### src/rtl/hd63701_phase_seq.sv
// HD63701 phase sequencer: drives PHASE/OPCODE into the microcode ROM and closes the loop on MC_END/MC_SLEEP.
// Build option: define HD63701_SEQ_TRAP_EN to vector runaway instructions (no MC_END by phEXEC9) to TRAP.
module hd63701_phase_seq #(
    parameter logic [7:0] NOP_OPC = 8'h01
) (
    input  logic       CLK,
    input  logic       RST_N,
    input  logic [7:0] DIN,
    input  logic       MC_END,
    input  logic       MC_SLEEP,
    input  logic       NMI,
    input  logic       IRQ,
    input  logic       I_MASK,
    output logic [5:0] PHASE,
    output logic [7:0] OPCODE,
    output logic [1:0] VEC_SEL,
    output logic       FETCH,
    output logic       SLEEPING
);

    typedef enum logic [5:0] {
        PH_RST   = 6'd0,
        PH_VECT  = 6'd1,
        PH_VEC1  = 6'd2,
        PH_VEC2  = 6'd3,
        PH_FETCH = 6'd4,
        PH_SLEEP = 6'd5,
        PH_EXEC  = 6'd16,
        PH_EXEC9 = 6'd25,
        PH_INTR  = 6'd32,
        PH_INTR7 = 6'd39,
        PH_INTR9 = 6'd41
    } phase_e;

    logic [5:0] phase_reg, phase_next;
    logic [7:0] opcode_reg, opcode_next;
    logic [1:0] vec_reg, vec_next;
    logic       nmi_d_reg, nmi_pend_reg;
    logic       fetch_reg, sleeping_reg;
    logic       nmi_clr;
    logic       int_pend;

    assign int_pend = nmi_pend_reg | (IRQ & ~I_MASK);

    always_comb begin
        phase_next  = phase_reg;
        opcode_next = opcode_reg;
        vec_next    = vec_reg;
        nmi_clr     = 1'b0;
        if (phase_reg <= PH_VEC2) begin
            // Reset/vector path is a straight count up to phFETCH.
            phase_next = phase_reg + 6'd1;
        end else if (phase_reg == PH_FETCH || phase_reg == PH_SLEEP) begin
            if (int_pend) begin
                phase_next = PH_INTR;
                vec_next   = nmi_pend_reg ? 2'd1 : 2'd2;
                nmi_clr    = nmi_pend_reg;
            end else if (phase_reg == PH_FETCH) begin
                opcode_next = DIN;
                phase_next  = PH_EXEC;
            end
        end else if (phase_reg >= PH_EXEC && phase_reg <= PH_EXEC9) begin
            if (MC_END) begin
                phase_next = MC_SLEEP ? PH_SLEEP : PH_FETCH;
            end else if (phase_reg == PH_EXEC9) begin
`ifdef HD63701_SEQ_TRAP_EN
                // Runaway instruction: TRAP outranks any pending NMI/IRQ, which stay pending.
                phase_next = PH_INTR;
                vec_next   = 2'd3;
`else
                phase_next = PH_FETCH;
`endif
            end else begin
                phase_next = phase_reg + 6'd1;
            end
        end else if (phase_reg >= PH_INTR && phase_reg < PH_INTR7) begin
            phase_next = phase_reg + 6'd1;
        end else if (phase_reg >= PH_INTR7 && phase_reg <= PH_INTR9) begin
            phase_next = PH_VECT;
        end else begin
            // Illegal encoding (HALT): recover through the reset vector.
            phase_next = PH_RST;
            vec_next   = 2'd0;
        end
    end

    always_ff @(posedge CLK) begin
        if (!RST_N) begin
            phase_reg    <= PH_RST;
            opcode_reg   <= NOP_OPC;
            vec_reg      <= 2'd0;
            nmi_d_reg    <= 1'b0;
            nmi_pend_reg <= 1'b0;
            fetch_reg    <= 1'b0;
            sleeping_reg <= 1'b0;
        end else begin
            phase_reg    <= phase_next;
            opcode_reg   <= opcode_next;
            vec_reg      <= vec_next;
            nmi_d_reg    <= NMI;
            // A new edge arriving while the old request is being taken wins over the clear.
            nmi_pend_reg <= (nmi_pend_reg & ~nmi_clr) | (NMI & ~nmi_d_reg);
            fetch_reg    <= (phase_next == PH_FETCH);
            sleeping_reg <= (phase_next == PH_SLEEP);
        end
    end

    assign PHASE    = phase_reg;
    assign OPCODE   = opcode_reg;
    assign VEC_SEL  = vec_reg;
    assign FETCH    = fetch_reg;
    assign SLEEPING = sleeping_reg;

endmodule

### config.mk
export PLATFORM = sky130hd
export DESIGN_NAME = hd63701_phase_seq
export DESIGN_NICKNAME = d
export VERILOG_FILES = /design/src/rtl/hd63701_phase_seq.sv
export SDC_FILE = /design/constraint.sdc
export NUM_CORES = 1
export LEC_CHECK = 0
export CORE_UTILIZATION = 39
export DETAILED_ROUTE_END_ITERATION = 10
export PLACE_DENSITY = 0.7
export SETUP_SLACK_MARGIN = 0.3
export SLEW_MARGIN = 20
export SYNTH_ARGS = -nofsm -noshare
export SYNTH_HDL_FRONTEND = slang
export SYNTH_SLANG_ARGS = --single-unit
### constraint.sdc
create_clock -name CLK -period 2.15 [get_ports CLK]
set_input_delay 0.645 -clock CLK [delete_from_list [all_inputs] [get_ports CLK]]
set_output_delay 0.645 -clock CLK [all_outputs]
set_load 0.02 [all_outputs]
==> results.json <==
{
  "syn-num-nets": 138,
  "start_util_pct": 42.5,
  "crit_fanout": 5,
  "drt-total-wl_um": 3030,
  "setup_viol": 0,
  "tightest_slew_ps": 365,
  "place_ws_ps": -66.7,
  "syn_inst": 119,
  "rows": 18,
  "route.detailed.drc": 0,
  "synth-main-ff-cell": "dfxtp_1",
  "grt-ovfl-total": 0,
  "hpwl_um": 1910,
  "cts_made_buffers": 3,
  "syn_avg_cell_area_um2": 9.18,
  "synthMuxAreaShare_pct": 7.33,
  "seq_area_frac_synth_pct": 36.7,
  "stdcell_area_um2": 1740,
  "die_y_um": 54.9,
  "synth_compound_area_share_pct": 19.0,
  "finClkSkew_ps": 2.70,
  "startpoint_type": "flop",
  "hp-class": "reg2reg",
  "ant_nets": 0,
  "syn_area_um2": 1090,
  "synth_edf_count": 0,
  "area_delta_synth_final_pct": 59.7,
  "cpLargestDelayFamily": "simple AND/OR/NAND/NOR gates",
  "dr.max_layer_used": "met4",
  "io_buffers": 32,
  "period_share_pct": 87.8,
  "layout_commonest_cell": "buf_4",
  "hold_violations": 0,
  "synth_async_sr_flop_share_pct": 0,
  "grt_pass1_vias": 1022,
  "ir_drop_uv": 686,
  "dp_cells": 180,
  "grt_usage_pct": 19.8,
  "cts_hold_repair.buffers": 0,
  "grt_pass1_wl_um": 4240,
  "ios": 33,
  "fmax_mhz": 530,
  "post_drt_wl_per_cell_um": 15.2,
  "wl_met1_um": 1290,
  "route.met2.wl_um": 1500,
  "synth.distinct_cells": 38,
  "nets": 189,
  "path_cells": "inv_4, ha_4, buf_6, nor3b_1, o211ai_1, and3_1, o221ai_4, nor3_2",
  "tritoncts": "yes",
  "ys_seq_elements": 20,
  "p_per_area_nw_per_um2": 1120,
  "clkTransAtPathRegs_ps": 110,
  "fin_ws_ps": 263,
  "largest_register_ffs": 8,
  "drive_above_1_share_pct": 29.0,
  "die_w_um": 54.9,
  "status": "finished, final reports clean",
  "critPathArrivalTime_ps": 2120,
  "crit_type": "reg2reg",
  "layout_common_cells": "buf_4, dlygate4sd2_1, nor2b_1",
  "grt_setup_unrepaired": "yes",
  "path_buf_inv": 2,
  "grt_max_degree": 18,
  "dieArea_um2": 3020,
  "cts.sinks": 20,
  "antenna_found_initial": 0,
  "holdWs_ps": 492,
  "min_period_ps": 1890,
  "via_per_inst": 5.44,
  "p_leak_uw": 0.000865,
  "drtPass1Iterations": 4,
  "slowest_stage": "dfxtp_4",
  "power_uw": 1950,
  "cts_buffer_depth": 2,
  "clk-insertion-delay-late_ps": 290,
  "dr_wl_met3_um": 185,
  "maxCapViolCount": 0,
  "cp-end-kind": "flop",
  "ys_warn_count": 0,
  "cpPeakStageDelay_ps": 420,
  "cts_root_buf": "clkbuf_4",
  "synth_top_family_by_area": "simple AND/OR/NAND/NOR gates",
  "drtIter0Drc": 29,
  "cp.required_ps": 2380,
  "place_area_um2": 1470,
  "ctsHtreeMaxLevel": 1,
  "via_count": 1082,
  "core-area_um2": 2570,
  "stdcell_count": 199,
  "drv_slew": 0,
  "synthSimpleGateAreaFrac_pct": 25.7,
  "synthXorXnorAreaFrac_pct": 2.41,
  "yosys.area_share.adder_pct": 4.58,
  "slew_headroom_pct": 75.6,
  "diodes": 0,
  "gp_congestion": 0.840
}
==> routing by layer <==
metal,track usage [%],vias to the layer above
li1,-,518
met1,22.0,512
met2,36.1,46
met3,2.73,6
met4,10.4,0
met5,0,-
==> through the flow <==
stage | setup TNS [ps] | util [%]
2_1_floorplan | 0 | -
3_3_place_gp | -51.2 | 57.3
3_5_place_dp | -515 | 57.3
4_1_cts | 0 | 60.1
5_1_grt | 0 | 67.9
6_report | 0 | 67.9
==> worst paths after layout <==
check,from,endpoint,slack [ps],cells past startpoint
max reg2reg,PHASE[0],FETCH,260,8
min,OPCODE[0],OPCODE[0],490,2
min reg2reg,OPCODE[0],OPCODE[0],490,2
max,PHASE[0],FETCH,260,8
==> worst min-delay path, stage by stage (launching register included) <==
cell	delay, ps
dfxtp_1	350
mux2i_1	70
nand2_1	60
==> cells in the mapped netlist, drive strengths merged (2+ instances only) <==
library cell	number	area share [%]
nand2	4	1.4
and2	2	1.1
nand2b	2	1.1
and3	4	2.3
nor3	3	1.4
ha	4	4.6
xnor2	3	2.4
inv	7	2.4
mux2i	8	7.3
clkbuf	3	1.0
or2	2	1.4
a21oi	5	2.3
o211ai	3	2.1
dfxtp	20	37
nand3	3	1.4
nor3b	2	1.8
buf	2	0.92
a22oi	3	2.1
o211a	3	2.7
nor2	6	2.1
nor2b	15	8.6
==> repair_timing <==
action	in CTS	in global routing
buffers inserted	4	11
pin swaps	2	9
setup endpoints to repair	30	10
gates resized for setup	21	25
==> cell type report <==
type	count	area (um^2)
Clock inverter	1	30.0
Inverter	7	28.8
Timing Repair Buffer	51	453
Clock buffer	3	22.5
Sequential cell	20	418
Fill cell	207	823
Multi-Input combinational cell	87	754
Tap cell	30	37.5
==> cell families (layout without fill, tap and decap cells) <==
family,after synthesis,count (layout)
multiplexers,8,8
flip-flops,20,20
XOR/XNOR,3,3
AO/OA/AOI/OAI,25,25
buffers and inverters,12,62
adder cells (fa/ha/maj),4,4
AND/OR/NAND/NOR,47,47
==> where the power goes <==
group	total (uW)	internal (uW)	leakage, uW	switching (uW)
logic	1130	574	0.000671	558
clock network	303	188	0.0000279	114
registers	512	438	0.000166	73.9
Power figures use the tool's default switching activity.
